==> config.mk <==
export PLATFORM = sky130hd
export DESIGN_NAME = branch_resolve_unit_flat
export DESIGN_NICKNAME = d
export VERILOG_FILES = /design/src/rtl/branch_resolve_unit_pkg.sv /design/src/rtl/branch_resolve_unit_if.sv /design/src/rtl/branch_resolve_unit_pred_queue.sv /design/src/rtl/branch_resolve_unit.sv /design/src/flat_wrapper.sv
export SDC_FILE = /design/constraint.sdc
export NUM_CORES = 1
export LEC_CHECK = 0
export BUFFER_PORTS_ARGS = -buffer_cell sky130_fd_sc_hd__buf_2
export CELL_PAD_IN_SITES_DETAIL_PLACEMENT = 1
export CELL_PAD_IN_SITES_GLOBAL_PLACEMENT = 1
export CORE_MARGIN = 5
export CORE_UTILIZATION = 30
export CTS_CLUSTER_SIZE = 20
export DETAILED_ROUTE_END_ITERATION = 8
export PLACE_DENSITY = 0.59
export RECOVER_POWER = 25
export SLEW_MARGIN = 0
export SYNTH_ARGS = -nofsm -noshare
export SYNTH_HDL_FRONTEND = slang
export SYNTH_SLANG_ARGS = --single-unit
==> constraint.sdc <==
create_clock -name clk -period 5.68 [get_ports clk]
set_input_delay 1.136 -clock clk [delete_from_list [all_inputs] [get_ports clk]]
set_output_delay 1.136 -clock clk [all_outputs]
set_load 0.02 [all_outputs]
==> src/rtl/branch_resolve_unit_pkg.sv <==
// Shared types for the branch resolve unit: PC width, queued prediction entry, PC increment.
package branch_resolve_unit_pkg;

  localparam int PC_W = 32;

  typedef logic [PC_W-1:0] pc_t;

  localparam pc_t PC_INC = 32'd4;

  typedef struct packed {
    pc_t  pc;
    logic pred_taken;
    pc_t  pred_target;
  } pred_entry_t;

  function automatic pc_t next_pc(input pc_t pc);
    return pc + PC_INC;
  endfunction

endpackage

==> src/rtl/branch_resolve_unit_if.sv <==
// Fetch/EX/BTB-update bundle for the branch resolve unit; master = pipeline, slave = unit.
interface branch_resolve_unit_if
  import branch_resolve_unit_pkg::*;
#(
  parameter int CNT_W = 32
) ();

  logic             if_valid;
  pc_t              if_pc;
  logic             if_pred_taken;
  pc_t              if_pred_target;
  logic             if_stall;

  logic             ex_valid;
  pc_t              ex_pc;
  logic             ex_is_branch;
  logic             ex_taken;
  pc_t              ex_target;

  logic             flush;
  pc_t              redirect_pc;

  logic             btb_update;
  pc_t              btb_update_pc;
  pc_t              btb_update_target;
  logic             btb_mispredicted;

  logic [CNT_W-1:0] branch_count;
  logic [CNT_W-1:0] mispredict_count;
  logic             order_error;

  modport master (
    output if_valid, if_pc, if_pred_taken, if_pred_target,
    output ex_valid, ex_pc, ex_is_branch, ex_taken, ex_target,
    input  if_stall, flush, redirect_pc,
    input  btb_update, btb_update_pc, btb_update_target, btb_mispredicted,
    input  branch_count, mispredict_count, order_error
  );

  modport slave (
    input  if_valid, if_pc, if_pred_taken, if_pred_target,
    input  ex_valid, ex_pc, ex_is_branch, ex_taken, ex_target,
    output if_stall, flush, redirect_pc,
    output btb_update, btb_update_pc, btb_update_target, btb_mispredicted,
    output branch_count, mispredict_count, order_error
  );

endinterface

==> src/rtl/branch_resolve_unit_pred_queue.sv <==
// In-order prediction FIFO with extended pointers; clear resets both pointers and wins over push/pop.
// Head reads as all-zero (not-taken) while empty.
module pred_queue
  import branch_resolve_unit_pkg::*;
#(
  parameter int DEPTH = 4
) (
  input  logic        clk,
  input  logic        rst,
  input  logic        push,
  input  pred_entry_t push_dat,
  input  logic        pop,
  input  logic        clear,
  output pred_entry_t head_dat,
  output logic        full,
  output logic        empty
);

  localparam int AW = $clog2(DEPTH);
  localparam logic [AW:0] PTR_ONE = {{AW{1'b0}}, 1'b1};

  logic [AW:0] wr_ptr;
  logic [AW:0] rd_ptr;
  pred_entry_t mem [DEPTH];
  logic        push_ok;
  logic        pop_ok;

  assign full    = (wr_ptr[AW] != rd_ptr[AW]) && (wr_ptr[AW-1:0] == rd_ptr[AW-1:0]);
  assign empty   = (wr_ptr == rd_ptr);
  assign push_ok = push & ~full;
  assign pop_ok  = pop & ~empty;

  always_ff @(posedge clk or negedge rst) begin
    if (!rst) begin
      wr_ptr <= '0;
      rd_ptr <= '0;
    end else if (clear) begin
      wr_ptr <= '0;
      rd_ptr <= '0;
    end else begin
      if (push_ok) wr_ptr <= wr_ptr + PTR_ONE;
      if (pop_ok)  rd_ptr <= rd_ptr + PTR_ONE;
    end
  end

  // Storage needs no reset: pointers alone define validity.
  always_ff @(posedge clk) begin
    if (push_ok && !clear) mem[wr_ptr[AW-1:0]] <= push_dat;
  end

  assign head_dat = empty ? '0 : mem[rd_ptr[AW-1:0]];

endmodule

==> src/rtl/branch_resolve_unit.sv <==
// EX-side BTB companion: resolves queued predictions, drives flush/redirect, registered BTB update and counters.
// Flush is combinational in the resolve cycle; BTB update lands one cycle later.
module branch_resolve_unit
  import branch_resolve_unit_pkg::*;
#(
  parameter int DEPTH = 4,
  parameter int CNT_W = 32
) (
  input  logic                 clk,
  input  logic                 rst,
  branch_resolve_unit_if.slave bus
);

  localparam logic [CNT_W-1:0] CNT_ONE = {{(CNT_W-1){1'b0}}, 1'b1};

  pred_entry_t      head;
  pred_entry_t      push_dat;
  logic             q_full;
  logic             q_empty;
  logic             push;
  logic             pop;
  logic             mispredict;
  logic             flush_i;
  logic             br_resolve;
  logic             alias_hit;

  logic             upd_q;
  logic             upd_misp_q;
  pc_t              upd_pc_q;
  pc_t              upd_tgt_q;
  logic [CNT_W-1:0] br_cnt;
  logic [CNT_W-1:0] mp_cnt;
  logic             oerr_q;

  assign push_dat = '{pc: bus.if_pc, pred_taken: bus.if_pred_taken, pred_target: bus.if_pred_target};
  assign push     = bus.if_valid & ~q_full & ~flush_i;
  assign pop      = bus.ex_valid & ~q_empty;

  pred_queue #(.DEPTH(DEPTH)) u_queue (
    .clk      (clk),
    .rst      (rst),
    .push     (push),
    .push_dat (push_dat),
    .pop      (pop),
    .clear    (flush_i),
    .head_dat (head),
    .full     (q_full),
    .empty    (q_empty)
  );

  // A non-branch predicted taken means the BTB aliased onto it.
  always_comb begin
    mispredict = 1'b0;
    if (bus.ex_is_branch)
      mispredict = (bus.ex_taken != head.pred_taken) ||
                   (bus.ex_taken && (bus.ex_target != head.pred_target));
    else
      mispredict = head.pred_taken;
  end

  assign flush_i    = bus.ex_valid & mispredict;
  assign br_resolve = bus.ex_valid & bus.ex_is_branch;
  assign alias_hit  = bus.ex_valid & ~bus.ex_is_branch & mispredict;

  assign bus.if_stall    = q_full;
  assign bus.flush       = flush_i;
  assign bus.redirect_pc = !flush_i     ? '0 :
                           bus.ex_taken ? bus.ex_target : next_pc(bus.ex_pc);

  always_ff @(posedge clk or negedge rst) begin
    if (!rst) begin
      upd_q      <= 1'b0;
      upd_misp_q <= 1'b0;
      upd_pc_q   <= '0;
      upd_tgt_q  <= '0;
    end else begin
      upd_q      <= br_resolve | alias_hit;
      upd_misp_q <= flush_i & (br_resolve | alias_hit);
      upd_pc_q   <= (br_resolve | alias_hit) ? bus.ex_pc : '0;
      upd_tgt_q  <= br_resolve ? bus.ex_target :
                    alias_hit  ? next_pc(bus.ex_pc) : '0;
    end
  end

  always_ff @(posedge clk or negedge rst) begin
    if (!rst) begin
      br_cnt <= '0;
      mp_cnt <= '0;
      oerr_q <= 1'b0;
    end else begin
      if (br_resolve && (br_cnt != '1)) br_cnt <= br_cnt + CNT_ONE;
      if (flush_i && (mp_cnt != '1))    mp_cnt <= mp_cnt + CNT_ONE;
      if (bus.ex_valid && (q_empty || (bus.ex_pc != head.pc))) oerr_q <= 1'b1;
    end
  end

  assign bus.btb_update        = upd_q;
  assign bus.btb_update_pc     = upd_pc_q;
  assign bus.btb_update_target = upd_tgt_q;
  assign bus.btb_mispredicted  = upd_misp_q;
  assign bus.branch_count      = br_cnt;
  assign bus.mispredict_count  = mp_cnt;
  assign bus.order_error       = oerr_q;

endmodule

==> src/flat_wrapper.sv <==
// flat-port wrapper written by rule: the top's interface ports become plain ports
module branch_resolve_unit_flat import branch_resolve_unit_pkg::*;
#(
  parameter int DEPTH = 4,
  parameter int CNT_W = 32
)
  (clk, rst, bus_if_valid, bus_if_pc, bus_if_pred_taken, bus_if_pred_target, bus_ex_valid, bus_ex_pc, bus_ex_is_branch, bus_ex_taken, bus_ex_target, bus_if_stall, bus_flush, bus_redirect_pc, bus_btb_update, bus_btb_update_pc, bus_btb_update_target, bus_btb_mispredicted, bus_branch_count, bus_mispredict_count, bus_order_error);
  branch_resolve_unit_if #(.CNT_W(CNT_W)) bus_i ();
  input  logic clk;
  input  logic rst;
  input wire logic [$bits(bus_i.if_valid)-1:0] bus_if_valid;
  input wire logic [$bits(bus_i.if_pc)-1:0] bus_if_pc;
  input wire logic [$bits(bus_i.if_pred_taken)-1:0] bus_if_pred_taken;
  input wire logic [$bits(bus_i.if_pred_target)-1:0] bus_if_pred_target;
  input wire logic [$bits(bus_i.ex_valid)-1:0] bus_ex_valid;
  input wire logic [$bits(bus_i.ex_pc)-1:0] bus_ex_pc;
  input wire logic [$bits(bus_i.ex_is_branch)-1:0] bus_ex_is_branch;
  input wire logic [$bits(bus_i.ex_taken)-1:0] bus_ex_taken;
  input wire logic [$bits(bus_i.ex_target)-1:0] bus_ex_target;
  output wire logic [$bits(bus_i.if_stall)-1:0] bus_if_stall;
  output wire logic [$bits(bus_i.flush)-1:0] bus_flush;
  output wire logic [$bits(bus_i.redirect_pc)-1:0] bus_redirect_pc;
  output wire logic [$bits(bus_i.btb_update)-1:0] bus_btb_update;
  output wire logic [$bits(bus_i.btb_update_pc)-1:0] bus_btb_update_pc;
  output wire logic [$bits(bus_i.btb_update_target)-1:0] bus_btb_update_target;
  output wire logic [$bits(bus_i.btb_mispredicted)-1:0] bus_btb_mispredicted;
  output wire logic [$bits(bus_i.branch_count)-1:0] bus_branch_count;
  output wire logic [$bits(bus_i.mispredict_count)-1:0] bus_mispredict_count;
  output wire logic [$bits(bus_i.order_error)-1:0] bus_order_error;
  assign bus_i.if_valid = bus_if_valid;
  assign bus_i.if_pc = bus_if_pc;
  assign bus_i.if_pred_taken = bus_if_pred_taken;
  assign bus_i.if_pred_target = bus_if_pred_target;
  assign bus_i.ex_valid = bus_ex_valid;
  assign bus_i.ex_pc = bus_ex_pc;
  assign bus_i.ex_is_branch = bus_ex_is_branch;
  assign bus_i.ex_taken = bus_ex_taken;
  assign bus_i.ex_target = bus_ex_target;
  assign bus_if_stall = bus_i.if_stall;
  assign bus_flush = bus_i.flush;
  assign bus_redirect_pc = bus_i.redirect_pc;
  assign bus_btb_update = bus_i.btb_update;
  assign bus_btb_update_pc = bus_i.btb_update_pc;
  assign bus_btb_update_target = bus_i.btb_update_target;
  assign bus_btb_mispredicted = bus_i.btb_mispredicted;
  assign bus_branch_count = bus_i.branch_count;
  assign bus_mispredict_count = bus_i.mispredict_count;
  assign bus_order_error = bus_i.order_error;
  branch_resolve_unit #(.DEPTH(DEPTH), .CNT_W(CNT_W)) u_core (.clk(clk), .rst(rst), .bus(bus_i));
endmodule
==> summary.md <==
| Metric | Value |
|---|---|
| Die outline width | 250 microns |
| Maximum vdd drop | 0.241 mV |
| Via count of the routed design | 11700 |
| Overflow after GRT | 0 |
| Number of global-route vias before repair | 12300 |
| Max-slew violation count | 47 |
| Critical path, cell by cell | buf_4 -> mux4_2 -> xnor2_1 -> a31oi_1 -> o32ai_1 -> nand4_1 -> o31ai_4 -> buf_4 -> a211oi_1 -> buf_2 |
| Number of buffers on the longest clock path | 3 |
| Number of cells produced by synthesis | 1228 |
| Clock transition at path regs | 60 ps |
| Setup repair after global routing missed its margin | no |
| Number of synthesized register bits | 397 |
| Sequential-to-total area share from yosys stat | 0.648 |
| Filler instances | 6197 |
| Hold Path Origin | u_core.bus.order_error$_DFFE_PN0P_ |
| Worst Setup EP | bus_redirect_pc[27] |
| Count of cells resized by post-cts repair | 0 |
| Number of antenna violations at the first check in global routing | 11 |
| Pin count of the biggest net entering global routing | 54 |
| Total routing resource utilization after global routing | 0.178 |
| Avg Vias per Cell | 4.98 |
| Mean instance size in the synthesized netlist | 14.1 sq um |
| CTS Root Buffer Type | sky130_fd_sc_hd__clkbuf_16 |
| First-pass GRT wire length | 83.5 mm |
| Core Area | 57500 sq um |
| Master of the slowest instance on the critical path | sky130_fd_sc_hd__dfrtp_4 |
| Max Cap Viol | 1 |
| Critical path peak fanout | 22 |
| Outcome | complete, but fails checks |
| Number of placed instances, taps included | 2258 |
| Count of flip-flops with a built-in enable after synthesis | 260 |
| Max transition margin | -0.978 |
| Number of warnings reported in the yosys synthesis log | 0 |
| Clock sink total | 397 |
| Final setup violation count | 0 |
| Site Rows | 88 |
| Power per standard cell area | 461 nW/um^2 |
| R2R cell count | 10 |
| Critical Path Source Type | register |
| Worst flop-to-flop path endpoint | u_core.u_queue.mem[0][45]$_DFFE_PP_ |
| Height of the die | 250 microns |
| Average wire per standard cell | 24.4 microns |
| Levels on crit path | 10 |
| Post-synthesis net count | 1371 |
| Number of buffers added to fix hold violations after cts | 0 |
| Post-route fraction of the period consumed by the critical path | 0.931 |
| Failing checks | capacitance limit, slew limit |
| DRT Wirelength | 57.1 mm |
| Critical path arrival | 4150 ps |
| Iter 0 DRT Violations | 615 |
| Endpoint required time on the critical path | 4540 ps |
| Number of hold violations in the final report | 0 |
| Critical Path Most Common Cell | sky130_fd_sc_hd__buf_4 |
| CTS tree | built |
| Layout area overhead | 22.3% |
| CP bufs+invs | 3 |
| Critical Setup Path Class | register to primary output |
| Ratio of cells with drive above 1 in the final layout | 0.263 |
| Share of async-settable or async-resettable flops after synthesis | 0.345 |
| Setup slack of the most critical reg-to-reg path | 1280 ps |
| Detail Placement HPWL | 42.1 mm |
| Inserted Clock Buffers | 44 |
| Area of the die | 62700 sq um |
| Worst skew pair latency | 590 ps |
| Final-stage net count | 1682 |
| Fmax achieved | 189 MHz |
| Starting utilization of the core area | 0.302 |
| Detailed Routing Iterations Pass 1 | 5 |
| Aggregate negative setup slack | 0 ps |
| CP top delay family | compound AO/OA/AOI/OAI gates |
| IO Pins | 300 |
| Setup crit end kind | primary output |
| Setup Skew | 32.6 ps |
| Syn Std Cell Area | 17300 sq um |
| # port buffers | 299 |
| Global placer's final weighted congestion | 0.787 |
| Min Clock Period, post-route | 5290 ps |
| Number of nets with antenna violations after detailed routing | 0 |
| Number of distinct library cells after synthesis | 58 |
| Overall power | 9.77 mW |
| Leakage | 8.13 nW |
| Critical Path Max Stage Delay | 780 ps |
| Class of the most critical hold timing path | register to register |
| FF-to-FF Start | u_core.u_queue.rd_ptr[0]$_DFFE_PN0P_ |
| Final standard cell count with taps included and fillers excluded | 2344 |
| H-tree depth reported by CTS | 2 |
| Startpoint of the worst setup timing path | u_core.u_queue.rd_ptr[0]$_DFFE_PN0P_ |
| Actual transition at the worst max-transition pin | 2970 ps |
| Number of post-CTS setup repair buffers | 0 |
| Count of unresolved DRC violations after routing | 0 |
| Top FF cell, synth | sky130_fd_sc_hd__edfxtp_1 |
placed cells by master, fill, tap and decap left out, types with 10 or more instances in the layout:
| master | count |
|---|---|
| sky130_fd_sc_hd__dfrtp_1 | 135 |
| sky130_fd_sc_hd__nor3_1 | 13 |
| sky130_fd_sc_hd__nor4_1 | 16 |
| sky130_fd_sc_hd__xnor2_1 | 68 |
| sky130_fd_sc_hd__edfxtp_1 | 260 |
| sky130_fd_sc_hd__clkbuf_16 | 45 |
| sky130_fd_sc_hd__nand3_1 | 50 |
| sky130_fd_sc_hd__o21ai_0 | 49 |
| sky130_fd_sc_hd__nand3b_1 | 10 |
| sky130_fd_sc_hd__a22oi_1 | 11 |
| sky130_fd_sc_hd__nor2_1 | 117 |
| sky130_fd_sc_hd__xor2_1 | 64 |
| sky130_fd_sc_hd__nand2_1 | 78 |
| sky130_fd_sc_hd__buf_4 | 23 |
| sky130_fd_sc_hd__clkbuf_1 | 71 |
| sky130_fd_sc_hd__nand4_1 | 22 |
| sky130_fd_sc_hd__inv_1 | 18 |
| sky130_fd_sc_hd__buf_2 | 237 |
| sky130_fd_sc_hd__mux4_2 | 63 |
| sky130_fd_sc_hd__nor2b_1 | 36 |
| sky130_fd_sc_hd__a21oi_1 | 32 |
| sky130_fd_sc_hd__and3_1 | 16 |
cells in the mapped netlist, types with 5 or more instances:
master                     instances  area [sq um]
sky130_fd_sc_hd__mux2i_1           9          90.1
sky130_fd_sc_hd__nor4_1           16           100
sky130_fd_sc_hd__buf_4             6          45.0
sky130_fd_sc_hd__inv_1            18          67.6
sky130_fd_sc_hd__nor4bb_1          9          90.1
sky130_fd_sc_hd__edfxtp_1        260          7810
sky130_fd_sc_hd__o21ai_0          49           245
sky130_fd_sc_hd__nor2b_1          36           225
sky130_fd_sc_hd__and2_1            5          31.3
sky130_fd_sc_hd__buf_2            13          65.1
sky130_fd_sc_hd__buf_6             6          67.6
sky130_fd_sc_hd__clkbuf_1         33           124
sky130_fd_sc_hd__and3_1           19           119
sky130_fd_sc_hd__nand3_1          50           250
sky130_fd_sc_hd__nand4_1          22           138
sky130_fd_sc_hd__a22o_1            9          78.8
sky130_fd_sc_hd__and4_1            9          78.8
sky130_fd_sc_hd__nor3_1           13          65.1
sky130_fd_sc_hd__xnor2_1          68           596
sky130_fd_sc_hd__nor2_1          118           443
sky130_fd_sc_hd__a21oi_1          32           160
sky130_fd_sc_hd__xor2_1           64           561
sky130_fd_sc_hd__a31oi_1           8          50.1
sky130_fd_sc_hd__mux4_2           63          1420
sky130_fd_sc_hd__dfrtp_1         137          3430
sky130_fd_sc_hd__or3_1             5          31.3
sky130_fd_sc_hd__o31ai_1           5          37.5
sky130_fd_sc_hd__nand3b_1         10          75.1
sky130_fd_sc_hd__ha_1              8           100
sky130_fd_sc_hd__a22oi_1          11          82.6
sky130_fd_sc_hd__nand2_1          78           293
through the flow:
stage               hold WS (ps)   util  instance area [sq um]  setup WS [ps]
global placement             443  0.343                  19700           1010
CTS                          486  0.370                  21300            377
global route                 492  0.369                  21200            129
finish                       484  0.369                  21200            392
floorplan                    523      -                  17300            731
detailed placement           468  0.343                  19700           1000
sequential cells by signal, indices dropped and copies added, names as in the netlist, 3 cells and up:
name,count
u_core.u_queue.mem,260
u_core.bus.btb_update_pc,32
u_core.bus.branch_count,32
u_core.u_queue.wr_ptr,3
u_core.u_queue.rd_ptr,3
u_core.bus.mispredict_count,32
u_core.bus.btb_update_target,32
power breakdown:
group | leakage (nW) | internal, mW | switching (mW)
logic | 3.24 | 1.08 | 1.83
clock network | 0.755 | 1.79 | 1.21
registers | 4.13 | 3.60 | 0.259
total | 8.13 | 6.47 | 3.30
cell type report:
class,instances,area [sq um],share of cell area
Multi-Input combinational cell,752,5740,0.271
Timing Repair Buffer,324,1630,0.0770
Clock inverter,21,287,0.0135
Sequential cell,397,11200,0.530
Inverter,20,75.1,0.00354
Clock buffer,61,1260,0.0593
Tap cell,765,957,0.0451
Antenna cell,4,10.0,0.000472
cells by family after synthesis:
group / after synthesis / share of synthesized area
AND/OR/NAND/NOR: 399 / 0.116
flip-flops: 397 / 0.648
AO/OA/AOI/OAI: 137 / 0.0506
XOR/XNOR: 134 / 0.0692
buffers and inverters: 79 / 0.0219
multiplexers: 74 / 0.0883
adder cells (fa/ha/maj): 8 / 0.00577
worst min-delay path by stage:
stage	cells after the start	slack, ps	end
2_1_floorplan	2	520	u_core.u_queue.rd_ptr[2]$_DFFE_PN0P_
3_3_place_gp	1	440	u_core.bus.order_error$_DFFE_PN0P_
3_5_place_dp	1	470	u_core.bus.order_error$_DFFE_PN0P_
4_1_cts	1	490	u_core.bus.order_error$_DFFE_PN0P_
5_1_grt	1	490	u_core.bus.order_error$_DFFE_PN0P_
6_report	1	480	u_core.bus.order_error$_DFFE_PN0P_
routing by layer:
layer | track usage | wire, microns
met5 | 0 | 104
met4 | 0.0443 | 1300
met3 | 0.0432 | 3480
met2 | 0.291 | 27000
met1 | 0.240 | 25300
No activity file was read; power rests on OpenSTA's default activity.
